### src/rtl/demux32_deser_pkg.sv
// -----------------------------------------------------------------------------
// demux32_deser_pkg
// Shared constants, types and helpers for the serial-to-parallel capture block.
//   XLEN        : assembled word width (32)
//   IDXW        : bit-position counter width (5)
//   buf_state_e : one-entry output buffer occupancy (EMPTY / FULL)
//   start_idx() : position of the first bit of a word for a given bit order
//   last_idx()  : position of the final bit of a word for a given bit order
// -----------------------------------------------------------------------------
package demux32_deser_pkg;

    localparam int XLEN = 32;
    localparam int IDXW = 5;

    // Buffer occupancy; the encoding doubles as out_valid.
    typedef enum logic {
        BUF_EMPTY = 1'b0,
        BUF_FULL  = 1'b1
    } buf_state_e;

    function automatic logic [IDXW-1:0] start_idx(input bit msb_first);
        return msb_first ? IDXW'(XLEN - 1) : '0;
    endfunction

    function automatic logic [IDXW-1:0] last_idx(input bit msb_first);
        return msb_first ? '0 : IDXW'(XLEN - 1);
    endfunction

endpackage

### src/rtl/demux32_deser_decoder5t32.sv
// -----------------------------------------------------------------------------
// decoder5t32
// Combinational 5-to-32 one-hot decoder. Produces the per-bit write enables
// that steer a serial bit into the accumulator; it is the write-side partner
// of the 32:1 bit-select mux.
// Ports:
//   sel    : in  [IDXW-1:0]  bit position
//   onehot : out [XLEN-1:0]  one-hot enable, bit sel set
// -----------------------------------------------------------------------------
module decoder5t32
    import demux32_deser_pkg::*;
(
    input  logic [IDXW-1:0] sel,
    output logic [XLEN-1:0] onehot
);

    assign onehot = {{(XLEN-1){1'b0}}, 1'b1} << sel;

endmodule

### src/rtl/demux32_deser.sv
// -----------------------------------------------------------------------------
// demux32_deser
// Serial-to-parallel capture: each accepted serial bit is written into the
// accumulator at position idx; a completed word moves into a one-entry output
// buffer drained with a valid/ready handshake.
// Parameters:
//   T         : unit gate delay for behavioural delay modelling (outputs are
//               delay-free in this implementation)
//   MSB_FIRST : 0 -> first bit lands in bit 0, idx counts up
//               1 -> first bit lands in bit 31, idx counts down
// Ports:
//   clk       : in   rising-edge clock
//   rstn      : in   asynchronous active-low reset
//   clr       : in   synchronous restart of the partial word (buffer kept)
//   in_valid  : in   in_bit is valid this cycle
//   in_bit    : in   serial data bit
//   in_ready  : out  block accepts in_bit this cycle
//   out_valid : out  out_word holds a complete word
//   out_ready : in   consumer takes out_word this cycle
//   out_word  : out  [31:0] assembled word
//   idx       : out  [4:0]  position the next accepted bit will occupy
//   overrun   : out  sticky: a word completed while the buffer was blocked
// -----------------------------------------------------------------------------
module demux32_deser
    import demux32_deser_pkg::*;
#(
    parameter real T         = 0.0,
    parameter bit  MSB_FIRST = 1'b0
) (
    input  logic            clk,
    input  logic            rstn,
    input  logic            clr,
    input  logic            in_valid,
    input  logic            in_bit,
    output logic            in_ready,
    output logic            out_valid,
    input  logic            out_ready,
    output logic [XLEN-1:0] out_word,
    output logic [IDXW-1:0] idx,
    output logic            overrun
);

    localparam logic [IDXW-1:0] IDX_START = start_idx(MSB_FIRST);
    localparam logic [IDXW-1:0] IDX_LAST  = last_idx(MSB_FIRST);

    // A negative gate delay has no meaning; nothing is elaborated otherwise.
    if (T < 0.0) begin : g_t_negative
    end

    logic [XLEN-1:0] acc_q, acc_d;
    logic [IDXW-1:0] idx_q, idx_d;
    logic [XLEN-1:0] out_word_q, out_word_d;
    logic            overrun_q, overrun_d;
    buf_state_e      state_q, state_d;

    logic [XLEN-1:0] wr_en;
    logic [XLEN-1:0] acc_wr;
    logic            last;
    logic            pop;
    logic            accept;
    logic            complete;

    decoder5t32 u_dec (
        .sel    (idx_q),
        .onehot (wr_en)
    );

    assign last     = (idx_q == IDX_LAST);
    assign pop      = (state_q == BUF_FULL) & out_ready;
    // Only the final bit of a word ever stalls: it alone needs the buffer.
    assign in_ready = !(last & (state_q == BUF_FULL) & !out_ready);
    // clr wins over a bit presented on the same cycle.
    assign accept   = in_valid & in_ready & !clr;
    assign complete = accept & last;
    // Accumulator with the current bit merged in; this is the finished word
    // when the current bit is the last one.
    assign acc_wr   = (acc_q & ~wr_en) | (wr_en & {XLEN{in_bit}});

    // Buffer occupancy next state.
    always_comb begin
        state_d = state_q;
        unique case (state_q)
            BUF_EMPTY: if (complete)        state_d = BUF_FULL;
            BUF_FULL:  if (pop && !complete) state_d = BUF_EMPTY;
            default:                        state_d = BUF_EMPTY;
        endcase
    end

    // Counter, accumulator, buffered word and overrun flag.
    always_comb begin
        acc_d      = acc_q;
        idx_d      = idx_q;
        out_word_d = out_word_q;
        overrun_d  = overrun_q;
        if (clr) begin
            acc_d     = '0;
            idx_d     = IDX_START;
            overrun_d = 1'b0;
        end else if (accept) begin
            if (last) begin
                out_word_d = acc_wr;
                acc_d      = '0;
                idx_d      = IDX_START;
                // Unreachable while in_ready gates the last bit; kept as a
                // protocol-checker hook.
                if ((state_q == BUF_FULL) && !out_ready) begin
                    overrun_d = 1'b1;
                end
            end else begin
                acc_d = acc_wr;
                idx_d = MSB_FIRST ? (idx_q - 5'd1) : (idx_q + 5'd1);
            end
        end
    end

    always_ff @(posedge clk or negedge rstn) begin
        if (!rstn) begin
            acc_q      <= '0;
            idx_q      <= IDX_START;
            out_word_q <= '0;
            overrun_q  <= 1'b0;
            state_q    <= BUF_EMPTY;
        end else begin
            acc_q      <= acc_d;
            idx_q      <= idx_d;
            out_word_q <= out_word_d;
            overrun_q  <= overrun_d;
            state_q    <= state_d;
        end
    end

    assign out_valid = (state_q == BUF_FULL);
    assign out_word  = out_word_q;
    assign idx       = idx_q;
    assign overrun   = overrun_q;

endmodule
### config.mk
export PLATFORM = sky130hd
export DESIGN_NAME = demux32_deser
export DESIGN_NICKNAME = d
export VERILOG_FILES = /design/src/rtl/demux32_deser_pkg.sv /design/src/rtl/demux32_deser_decoder5t32.sv /design/src/rtl/demux32_deser.sv
export SDC_FILE = /design/constraint.sdc
export NUM_CORES = 1
export LEC_CHECK = 0
export ABC_AREA = 0
export BUFFER_PORTS_ARGS = -buffer_cell sky130_fd_sc_hd__buf_4
export CAP_MARGIN = 20
export CORE_ASPECT_RATIO = 0.9
export CORE_MARGIN = 8
export CORE_UTILIZATION = 40
export DETAILED_ROUTE_END_ITERATION = 7
export HOLD_SLACK_MARGIN = 0.05
export PLACE_DENSITY_LB_ADDON = 0.3
export SETUP_SLACK_MARGIN = 0.2
export SKIP_LAST_GASP = 1
export SYNTH_ARGS = -nofsm -noshare
export SYNTH_HDL_FRONTEND = slang
export SYNTH_SLANG_ARGS = --single-unit
### constraint.sdc
create_clock -name clk -period 2.85 [get_ports clk]
set_input_delay 0.57 -clock clk [delete_from_list [all_inputs] [get_ports clk]]
set_output_delay 0.57 -clock clk [all_outputs]
set_load 0.005 [all_outputs]
After elaboration in Yosys (flattened, before gate mapping):

Index checks and enable logic that the tools add are counted.

* $add $sub $neg: 1
* multiplexer cells: 13
* $mul: 0
* eq/ne operators: 1
* divide/modulo/power cells: 0
* reduce and logical (&&, ||, !) cells: 11
* bitwise operators: 12
* $lt $le $gt $ge: 0
* shift-type cells: 1

Operator list (count)
* $mux W32: 3
* $and A32 B32 Y32: 2
* $not A32 Y32: 1
* $or A32 B32 Y32: 1
* $shl A1 B5 Y32 const A: 1
* $mux W5: 3
* $and A1 B1 Y1: 6
* $mux W1: 6
* $reduce_and A3 Y1: 2
* $reduce_bool A2 Y1: 3
* $add A5 B1 Y5 const B: 1
* $eq A5 B5 Y1 const B: 1
* $logic_not A1 Y1: 4
* $logic_and A1 B1 Y1: 2
* $not A1 Y1: 2
* $pmux W1 S2: 1

* register bits after elaboration: 71
* bits in writable memories: 0
* memory bits (read-only): 0
* input bits: 6
* word-level logic and storage cells: 44
* memories kept: 0
* output and inout bits: 40
* latch bits: 0

Longest topological paths before layout:

Gate-level depths: netlist of the first run.

* depth after elaboration: 11
* depth in mapped cells: 9
* gate-level depth less buffers: 7

Modules after synthesis:

A second synthesis of the first run with hierarchy kept.

* cells, all modules: 306
* area, all modules: 3782.4 sq um

By module, submodules not included
* demux32_deser: seq. area each 1776.7 sq um, area an instance 3568.4 sq um, times used 1, cells an instance 259
* decoder5t32: seq. area each 0.0 sq um, area an instance 214.0 sq um, times used 1, cells an instance 47

Least setup slack after synthesis of the first run:

No wires, ideal clock.

* kind: reg2reg
* from: register idx_q[2], in the netlist idx[2]
* to: register acc_q[10]
* setup slack: 0.732 ns
* period minus slack after synthesis: 2.118 ns
* buffers on the path: 3
* setup time: 0.126 ns
* arrival time: 1.992 ns
* data required time: 2.724 ns
* stages on the path, launching flop included: 10
* cell sequence: dfrtp_1 > buf_4 > buf_2 > and3_1 > ha_1 > and3b_1 > inv_2 > a21oi_4 > buf_2 > a221o_1

* cells in the longest elaborated chain, start to end: 7
* elaborated cells on any way between the ends: 15
* classes of those cells: 1 x eq/ne; 1 x shift; 3 x mux; 8 x bitwise; 2 x reduce/logical

RTL lines
* from (decl): RTL line demux32_deser.sv:51 `logic [IDXW-1:0] idx_q, idx_d;`
* from (signal assigned): RTL line demux32_deser.sv:125 `idx_q <= idx_d;`
* $eq A5 B5 Y1: RTL line demux32_deser.sv:68 `assign last = (idx_q == IDX_LAST);`
* $and A1 B1 Y1 (2 in a row): RTL line demux32_deser.sv:71 `assign in_ready = !(last & (state_q == BUF_FULL) & !out_ready);`
* $logic_not A1 Y1: RTL line demux32_deser.sv:71
* net in_ready: RTL line demux32_deser.sv:35 `output logic in_ready,`
* $and A1 B1 Y1 (2 in a row): RTL line demux32_deser.sv:73 `assign accept = in_valid & in_ready & !clr;`
* $reduce_bool A2 Y1 (no source line)
* to (signal assigned): RTL line demux32_deser.sv:118 `acc_q <= '0;`
* to (signal assigned): RTL line demux32_deser.sv:124 `acc_q <= acc_d;`
* to (decl): RTL line demux32_deser.sv:50 `logic [XLEN-1:0] acc_q, acc_d;`

The timed path passes the listed nets, and every way through them passes these cells. The select of a mux whose other input is x is not followed.
A chain may end at the register's enable or synchronous reset.

Worst setup path after layout of the first run:

* from: register idx_q[1], in the netlist idx[1]
* to: output port in_ready

* cells in the longest elaborated chain, start to end: 4

RTL lines (RTL line)
* $eq A5 B5 Y1: demux32_deser.sv:68
* $and A1 B1 Y1 (2 in a row): demux32_deser.sv:71
* $logic_not A1 Y1: demux32_deser.sv:71
* to (decl): demux32_deser.sv:35

No other way between the ends.

==> results.sh, run 1 <==
export IMPL_dp_cells=453
export IMPL_required_ps=2280
export IMPL_synthCells=298
export IMPL_crit_chain="ha_1 > and3_1 > ha_2 > and3b_1 > inv_2 > buf_4"
export IMPL_drive_gt1_share_pct=41.98
export IMPL_critPathMaxFanout=8
export IMPL_synthAdderAreaFrac_pct=2.235
export IMPL_numCtsBuffers=9
export IMPL_cts_tree="yes"
export IMPL_grt_max_degree=72
export IMPL_yosysTopAreaCell="dfrtp_1"
export IMPL_ys_warn_count=0
export IMPL_end_kind="output pin"
export IMPL_finalCriticalPeriod_ps=2473
export IMPL_num_vias=2519
export IMPL_fp_row_count=34
export IMPL_antenna_found_initial=0
export IMPL_wl_um=8456
export IMPL_grt_overflow=0
export IMPL_cp_start_kind="register"
export IMPL_ys_ff_latch=71
export IMPL_die_h_um=109.9
export IMPL_synth_top_family_by_area="multiplexers"
export IMPL_dr_pass1_iters=4
export IMPL_hpwl_um=5146
export IMPL_critPathSlowestCell="dfrtp_1"
export IMPL_crit_arrival_ps=1900
export IMPL_synth_xor_area_share_pct=0
export IMPL_max_freq_mhz=404.4
export IMPL_grt_setup_unrepaired="false"
export IMPL_finalNonFillerCells=469
export IMPL_ios=46
export IMPL_grt_pass1_vias=2751
export IMPL_synth_top_area_share_pct=45.34
export IMPL_path_delay_family="adder cells"
export IMPL_clock_skew_ps=8.076
export IMPL_synth_nets=311
export IMPL_ir_drop_mv=0.2471
export IMPL_maxCapViolCount=0
export IMPL_die_area_um2=13220
export IMPL_grt_total_usage_pct=13.63
export IMPL_cp_num_buf_inv=2
export IMPL_layout_worst_path_cycle_share_pct=86.76
export IMPL_clk_latency_ps=350
export IMPL_setup_viol_count_final=0
export IMPL_design_final_nets=351
export IMPL_wl_per_cell_um=18.03
export IMPL_leakage_nw=2.345
export IMPL_area_growth_pct=15.80
export IMPL_clockBufferDepth=2
export IMPL_cts_root_buf="clkbuf_8"
export IMPL_reg2reg_slack_ps=550
export IMPL_yosysSeqAreaShare_pct=45.34
export IMPL_synth_area_mux_share_pct=20.95
export IMPL_status="finished, final reports clean"
export IMPL_core_area_um2=9614
export IMPL_relSlewSlack_pct=39.47
export IMPL_htreeDepth=3
export IMPL_drc=0
export IMPL_ctsHoldBuffers=0
export IMPL_synthTopCellsByArea="dfrtp_1, mux2_4, mux2_2, a221o_1, and3b_1"
export IMPL_cts_sinks=71
export IMPL_fin_tns_setup_ps=0
export IMPL_timing_hold_ws_ps=357.6
export IMPL_die_w_um=120.3
export IMPL_powerDensity_nw_per_um2=435.7
export IMPL_max_stage_delay_ps=450
export IMPL_max_slew_worst_pin_slew_ps=908.0
export IMPL_io_buffers=45
export IMPL_antennaDiodeCount=0
export IMPL_gp_congestion=0.7361
export IMPL_synth_compound_area_share_pct=8.940
export IMPL_hold_viol=0
export IMPL_synth_simple_area_share_pct=17.59
export IMPL_start_util_pct=40.76
export IMPL_syn_area_um2=3919
export IMPL_synth_cell_types=41
export IMPL_final_max_slew_violation_count=0
export IMPL_viasPerCell=5.371
export IMPL_power_total_w=0.001977
export IMPL_syn_mean_instance_area_um2=13.15
export IMPL_clk_pin_slew_ps=80
export IMPL_cts_setup_buffers=0
export IMPL_grt_first_pass_wirelength_um=14200
export IMPL_drt_iter0_drc=101
export IMPL_ant_nets=0
export IMPL_hold_class="primary input to asynchronous set/reset pin"
export IMPL_worstSetupPathType="register to output pin"
-- state kept, by name, summed over array words and instances (netlist names) --
name,cells
overrun,1
acc_q,32
out_valid,1
idx,5
out_word,32
-- kinds of logic after synthesis --
| logic type | after synthesis |
|---|---|
| simple gates | 84 |
| flops | 71 |
| mux | 65 |
| compound gates | 39 |
| buf+inv | 32 |
| fa+ha+maj | 7 |
-- Yosys cell counts (all sizes together) --
library cell	instances
and3	14
o21ai	2
ha	7
inv	7
a211o	12
a31oi	1
nor4b	3
and4	2
and4bb	7
and2	1
and2b	1
dfrtp	71
nand2	2
clkbuf	7
nand3b	5
a22o	7
or4	1
buf	18
nand3	4
nand2b	2
a221o	12
nand4b	9
mux2i	4
nor2b	11
a21oi	2
nor4bb	3
nand4	3
nor3b	3
mux2	61
o2bb2ai	3
and3b	13
-- worst reg2reg max path: stages (launching register included) --
cell	delay, ps
dfrtp_1	450
ha_1	240
and3_1	170
ha_2	260
and3b_1	230
inv_2	70
a21oi_4	430
buf_12	230
a22o_1	160
-- area by class of cell --
type,instances,area (µm²)
repair buffers,54,417.9
multi-input cells,195,1952
inverters,7,26.28
fillers,893,5076
flip-flops and latches,71,1777
well taps,126,157.7
clock inverters,5,56.30
clock buffers,11,151.4
-- per-stage QoR --
stage          cell area [µm²]  utilization [%]  setup WS [ps]
3_3_place_gp              4328            45.02          587.7
4_1_cts                   4536            47.18          292.1
3_5_place_dp              4328            45.02          504.2
5_1_grt                   4538            47.20          235.0
2_1_floorplan             3919                -          731.8
6_report                  4538            47.20          377.4
-- layer usage --
layer  wire length [µm]  vias up  track usage [%]
li1                   -     1214                -
met1               3993     1243            17.46
met2               3923       55            21.32
met3                433        7            4.209
met4                106        0            5.165
met5                  0        -                0
-- where the power goes --
group / switching [W] / internal [W] / leakage, nW / total [W]
Clock: 0.000393 / 0.000451 / 0.105 / 0.000844
Combinational: 0.0000782 / 0.0000390 / 1.26 / 0.000117
Sequential: 0.00000497 / 0.00101 / 0.980 / 0.00102
Total: 0.000476 / 0.00150 / 2.34 / 0.00198
-- worst paths after layout --
path	cells after the start	startpoint	end
max reg2reg	8	idx[1]	acc_q[7]
min reg2reg	1	out_word[24]	out_word[24]
max in group asynchronous	1	rstn	out_word[20]
max	6	idx[1]	in_ready
min	1	rstn	out_word[4]
min in group clk	2	clr	overrun
-- cell usage in the layout, fill, tap and decap left out, drive strengths merged, types with 2 or more instances in the layout --
cell and count:
o21ai 2, clkinv 3, and3 14, mux2 61, nand2b 2, nand2 2
nor2b 11, a22o 7, o2bb2ai 3, mux2i 4, inv 7, nor4b 3
dfrtp 71, ha 7, buf 54, a211o 12, nor3b 3, nand4 3
nand3 4, nand3b 5, and3b 13, and4bb 7, a21oi 2, and4 2
nor4bb 3, a221o 12, clkbuf 11, nand4b 9
-- repair_timing --
| action | 4_1_cts | 5_1_grt |
|---|---|---|
| endpoints found under the setup margin | 0 | 1 |
| hold endpoints to repair | 0 | 0 |
| resized for setup | 0 | 1 |
Note: power is estimated with default switching activity, not from simulation.
==> inputs of run 2 (changes only) <==
--- a/config.mk
+++ b/config.mk
@@ -8,6 +8,8 @@
 export ABC_AREA = 0
 export BUFFER_PORTS_ARGS = -buffer_cell sky130_fd_sc_hd__buf_4
 export CAP_MARGIN = 20
+export CELL_PAD_IN_SITES_DETAIL_PLACEMENT = 2
+export CELL_PAD_IN_SITES_GLOBAL_PLACEMENT = 2
 export CORE_ASPECT_RATIO = 0.9
 export CORE_MARGIN = 8
 export CORE_UTILIZATION = 40
==> run 2 against run 1 <==
Sequential power barely moved. Clock-buffer cell count is 1 higher. Highest routed layer unchanged. Design area grew 1.0%. Clock power is 5.0% higher. Register-to-register slack lost 60 ps.
==> results.sh, run 2 (synthesis gave the netlist of run 1 again) <==
export IMPL_grt_overflow=0
export IMPL_maxCapViolCount=0
export IMPL_layout_worst_path_cycle_share_pct=88.67
export IMPL_end_kind="output pin"
export IMPL_ant_nets=0
export IMPL_drt_iter0_drc=103
export IMPL_grt_max_degree=72
export IMPL_reg2reg_slack_ps=490
export IMPL_timing_hold_ws_ps=342.2
export IMPL_r2r_start="idx[0]"
export IMPL_drive_gt1_share_pct=43.02
export IMPL_start_util_pct=40.76
export IMPL_num_vias=2669
export IMPL_relSlewSlack_pct=38.14
export IMPL_critPathMaxFanout=8
export IMPL_setup_viol_count_final=0
export IMPL_max_slew_worst_pin_slew_ps=928.0
export IMPL_intPower_w=0.001529
export IMPL_drc=0
export IMPL_worstSetupPathType="register to output pin"
export IMPL_gp_congestion=0.7438
export IMPL_powerDensity_nw_per_um2=442.3
export IMPL_hold_class="primary input to asynchronous set/reset pin"
export IMPL_grt_total_usage_pct=16.24
export IMPL_grt_util_met3_pct=5.287
export IMPL_crit_arrival_ps=1960
export IMPL_busiest_layer="met2"
export IMPL_grt_pass1_vias=3168
export IMPL_die_w_um=120.3
export IMPL_r2r_cells=5
export IMPL_layout_common_cells="dfrtp_1, buf_4, mux2_2"
export IMPL_numCtsBuffers=9
export IMPL_io_buffers=45
export IMPL_leakage_nw=2.347
export IMPL_hpwl_um=6247
export IMPL_r2r_end="out_word[8]"
export IMPL_design_final_nets=352
export IMPL_htreeDepth=3
export IMPL_sw_frac_of_total_pct=24.60
export IMPL_clock_power_share_pct=43.7
export IMPL_ir_drop_mv=0.2418
export IMPL_viasPerCell=5.679
export IMPL_fp_row_count=34
export IMPL_required_ps=2280
export IMPL_clk_latency_ps=360
export IMPL_status="finished, final reports clean"
export IMPL_comb_power_share_pct=6.1
export IMPL_crit_start="idx[1]"
export IMPL_die_h_um=109.9
export IMPL_grt_first_pass_wirelength_um=17010
export IMPL_power_frac_seq_pct=50.2
export IMPL_cp_start_kind="register"
export IMPL_met2_usage_pct=27.74
export IMPL_switching_power_w=0.0004989
export IMPL_antenna_found_initial=0
export IMPL_hold_viol=0
export IMPL_fill_cells=959
export IMPL_clk_pin_slew_ps=80
export IMPL_cts_root_buf="clkbuf_8"
export IMPL_cts_sinks=71
export IMPL_clockBufferDepth=2
export IMPL_wl_per_cell_um=21.33
export IMPL_ctsHoldBuffers=0
export IMPL_wl_um=10030
export IMPL_grt_setup_unrepaired="false"
export IMPL_area_growth_pct=17.02
export IMPL_ios=46
export IMPL_layout_commonest_cell="dfrtp_1"
export IMPL_clock_skew_ps=6.165
export IMPL_final_max_slew_violation_count=0
export IMPL_dr_pass1_iters=4
export IMPL_use_met1_pct=19.37
export IMPL_max_freq_mhz=395.7
export IMPL_core_area_um2=9614
export IMPL_antennaDiodeCount=0
export IMPL_cts_tree="yes"
export IMPL_die_area_um2=13220
export IMPL_fin_tns_setup_ps=0
export IMPL_finalCriticalPeriod_ps=2527
## run 2: cell types whose count changed in the layout (fill, tap and decap cells not counted), sizes merged
cell,previous run,this run
clkinv,3,0
clkinvlp,1,3
buf,54,55
clkbuf,11,12
## run 2: worst max path at each step
| stage | endpoint | slack [ps] | cells after the start |
|---|---|---|---|
| floorplan | acc_q[10] | 730 | 9 |
| global placement | acc_q[23] | 620 | 8 |
| detailed placement | acc_q[15] | 430 | 8 |
| CTS | in_ready | 220 | 6 |
| global route | in_ready | 210 | 6 |
| finish | in_ready | 320 | 6 |
## run 2: critical path: stages, from the launching register on
cell	delay, ps
dfrtp_2	420
ha_2	230
and3_1	200
ha_2	270
and3b_1	260
inv_2	80
buf_4	150
## run 2: final cells by class
type                    instances  area (µm²)  area share (%)
clock buffers                  12       165.2           3.602
well taps                     126       157.7           3.438
multi-input cells             195        1954           42.62
repair buffers                 55       450.4           9.823
flip-flops and latches         71        1779           38.80
inverters                       7       26.28          0.5730
clock inverters                 4       52.55           1.146
## run 2: metrics by stage
stage                     setup WS, ps  total power (W)  instance area [µm²]  util (%)  instances
final                            323.0         0.002028                 4586     47.70        470
after global routing             212.8         0.002103                 4586     47.70        470
after CTS                        225.0         0.002062                 4581     47.64        470
after detailed placement         427.7         0.001165                 4360     45.35        454
after global placement           615.1         0.001162                 4360     45.35        454
after floorplan                  731.8         0.001095                 3919         -        298
## run 2: per-layer routing
layer	vias up	share of wire [%]
met5	-	0
met4	0	1.1
met3	9	4.8
met2	51	50
met1	1405	44
li1	1204	-
## run 2: power by group through the flow
stage,clock network (W),registers [W],logic (W)
floorplan,0,0.00104,0.0000593
finish,0.000886,0.00102,0.000125
global placement,0,0.00104,0.000126
CTS,0.000917,0.00102,0.000128
detailed placement,0,0.00104,0.000128
global route,0.000947,0.00102,0.000138
## run 2: repair_timing
| action | CTS | global route |
|---|---|---|
| setup endpoints to repair | 1 | 1 |
| gates cloned | 0 | 0 |
| resized for setup | 1 | 3 |
| setup buffers | 0 | 0 |
==> inputs of run 3 (changes only) <==
--- a/config.mk
+++ b/config.mk
@@ -5,14 +5,14 @@
 export SDC_FILE = /design/constraint.sdc
 export NUM_CORES = 1
 export LEC_CHECK = 0
-export ABC_AREA = 0
+export ABC_AREA = 1
 export BUFFER_PORTS_ARGS = -buffer_cell sky130_fd_sc_hd__buf_4
 export CAP_MARGIN = 20
 export CELL_PAD_IN_SITES_DETAIL_PLACEMENT = 2
 export CELL_PAD_IN_SITES_GLOBAL_PLACEMENT = 2
 export CORE_ASPECT_RATIO = 0.9
 export CORE_MARGIN = 8
-export CORE_UTILIZATION = 40
+export CORE_UTILIZATION = 33
 export DETAILED_ROUTE_END_ITERATION = 7
 export HOLD_SLACK_MARGIN = 0.05
 export PLACE_DENSITY_LB_ADDON = 0.3
==> run 3 against run 2 <==
Design area shrank 7.0%. Largest cell class is now sequential cells. Hold slack improved by 14 ps. First-iteration DRC count grew 2.9%. Critical endpoint unchanged. Synthesized cell count increased by 57%. Via count up 21%. Power rose by 11%. Final cell count grew 37%. Non-clock buffer count fell by 4. Sequential share of layout area up 2.9 points.
==> results.sh, run 3 <==
export IMPL_status="finished, final reports clean"
export IMPL_design_final_nets=520
export IMPL_leakage_nw=2.325
export IMPL_grt_setup_unrepaired="false"
export IMPL_finalNonFillerCells=645
export IMPL_ys_warn_count=0
export IMPL_syn_area_um2=3552
export IMPL_drt_iter0_drc=106
export IMPL_clk_latency_ps=340
export IMPL_worstSetupPathType="register to output pin"
export IMPL_synth_edf_count=0
export IMPL_gp_congestion=0.7322
export IMPL_io_buffers=45
export IMPL_ys_ff_latch=71
export IMPL_finalCriticalPeriod_ps=2539
export IMPL_num_vias=3217
export IMPL_drc=0
export IMPL_clockBufferDepth=2
export IMPL_antenna_found_initial=0
export IMPL_viasPerCell=4.988
export IMPL_core_area_um2=10680
export IMPL_fp_row_count=36
export IMPL_hpwl_um=7394
export IMPL_wl_um=11260
export IMPL_synthTopCellsByArea="dfrtp_1, nand2_1, nand3_1, inv_1, nand4_1"
export IMPL_synth_top_flop_cell="dfrtp_1"
export IMPL_start_util_pct=33.27
export IMPL_grt_first_pass_wirelength_um=19220
export IMPL_synth_area_mux_share_pct=0
export IMPL_setup_viol_count_final=0
export IMPL_powerDensity_nw_per_um2=529.7
export IMPL_relSlewSlack_pct=35.63
export IMPL_critPathMaxFanout=6
export IMPL_max_freq_mhz=393.8
export IMPL_ant_nets=0
export IMPL_syn_mean_instance_area_um2=7.574
export IMPL_grt_total_usage_pct=16.99
export IMPL_grt_overflow=0
export IMPL_max_slew_worst_pin_slew_ps=965.6
export IMPL_ios=46
export IMPL_hold_class="primary input to asynchronous set/reset pin"
export IMPL_layout_commonest_cell="nand2_1"
export IMPL_power_total_w=0.002260
export IMPL_numCtsBuffers=9
export IMPL_yosysTopAreaCell="dfrtp_1"
export IMPL_synth_nets=482
export IMPL_antennaDiodeCount=0
export IMPL_ir_drop_mv=0.2621
export IMPL_cts_root_buf="clkbuf_16"
export IMPL_dp_slack_ps=534.1
export IMPL_crit_arrival_ps=1970
export IMPL_final_max_slew_violation_count=0
export IMPL_area_growth_pct=20.11
export IMPL_cp_start_kind="register"
export IMPL_synthCells=469
export IMPL_synth_top_area_share_pct=50.02
export IMPL_synth_simple_area_share_pct=38.01
export IMPL_wl_per_cell_um=17.46
export IMPL_fin_ws_ps=310.9
export IMPL_grt_pass1_vias=3636
export IMPL_dr_pass1_iters=4
export IMPL_ys_top_cells_by_count="nand2_1, dfrtp_1, nand3_1"
export IMPL_cts_tree="yes"
export IMPL_ys_async_sr_fraction_pct=100.0
export IMPL_synth_xor_area_share_pct=0
export IMPL_drive_gt1_share_pct=14.84
export IMPL_required_ps=2280
export IMPL_synth_compound_area_share_pct=2.395
export IMPL_die_area_um2=14340
export IMPL_htreeDepth=3
export IMPL_yosysMostFrequentCell="nand2_1"
export IMPL_clock_skew_ps=6.085
export IMPL_synth_cell_types=17
export IMPL_dp_cells=629
export IMPL_die_w_um=125.4
export IMPL_die_h_um=114.4
export IMPL_yosysSeqAreaShare_pct=50.02
export IMPL_cts_sinks=71
export IMPL_fin_tns_setup_ps=0
export IMPL_synth_top_family_by_area="simple AND/OR/NAND/NOR gates"
export IMPL_layout_worst_path_cycle_share_pct=89.09
export IMPL_layout_common_cells="nand2_1, dfrtp_1, nand3_1"
export IMPL_synthAdderAreaFrac_pct=2.466
export IMPL_clk_pin_slew_ps=60
export IMPL_end_kind="output pin"
export IMPL_hold_viol=0
export IMPL_grt_max_degree=72
export IMPL_maxCapViolCount=0
export IMPL_ctsHoldBuffers=0
==> run 3: through the flow <==
step           utilization, %  hold slack [ps]  cell area (µm²)
2_1_floorplan               -            274.4             3552
3_3_place_gp            37.18            454.3             3969
3_5_place_dp            37.18            458.6             3969
4_1_cts                 39.93            417.0             4263
5_1_grt                 39.97            462.9             4267
6_report                39.97            356.3             4267
==> run 3: per-layer routing <==
metal	part of all wire (%)	track usage (%)
met4	1.2	4.457
met5	0	0
met3	3.2	5.074
met1	45	19.43
met2	51	30.42
==> run 3: path summary, 6_finish.rpt <==
kind / to / slack, ps / start / cells past startpoint
max in group asynchronous: idx[1] / 1790 / rstn / 1
min in group clk: acc_q[15] / 470 / acc_q[15] / 2
setup / recovery: in_ready / 310 / idx[1] / 8
hold / removal: out_valid / 360 / rstn / 1
hold reg to reg: acc_q[15] / 470 / acc_q[15] / 2
setup reg to reg: acc_q[31] / 570 / idx[1] / 10
==> run 3: worst max-delay path, cell delays in order (launching register included) <==
cell	delay, ps
dfrtp_2	430
ha_1	250
inv_1	60
nor2_1	170
ha_2	280
nand2_1	80
nor2_2	150
inv_1	70
buf_4	130
==> run 3: area by class of cell <==
| class | instances | area [µm²] |
|---|---|---|
| Tap cell | 133 | 166.4 |
| Clock buffer | 12 | 246.5 |
| Inverter | 32 | 120.1 |
| Timing Repair Buffer | 51 | 382.9 |
| Fill cell | 1237 | 6409 |
| Sequential cell | 71 | 1780 |
| Multi-Input combinational cell | 342 | 1525 |
| Clock inverter | 4 | 45.04 |
==> run 3: cell families after synthesis <==
| group | Yosys count |
|---|---|
| flops | 71 |
| compound gates | 17 |
| simple gates | 318 |
| fa+ha+maj | 7 |
| buf+inv | 56 |
==> run 3: where the power goes <==
part           internal, W  leakage (nW)  switching [W]
clock             0.000697         0.146       0.000425
sequential         0.00102         0.985     0.00000766
combinational    0.0000252          1.19      0.0000899
total              0.00174          2.32       0.000523
==> run 3: repair_timing <==
action | CTS | global route
endpoints found under the setup margin | 1 | 1
gates resized for setup | 1 | 3
setup buffers | 0 | 0
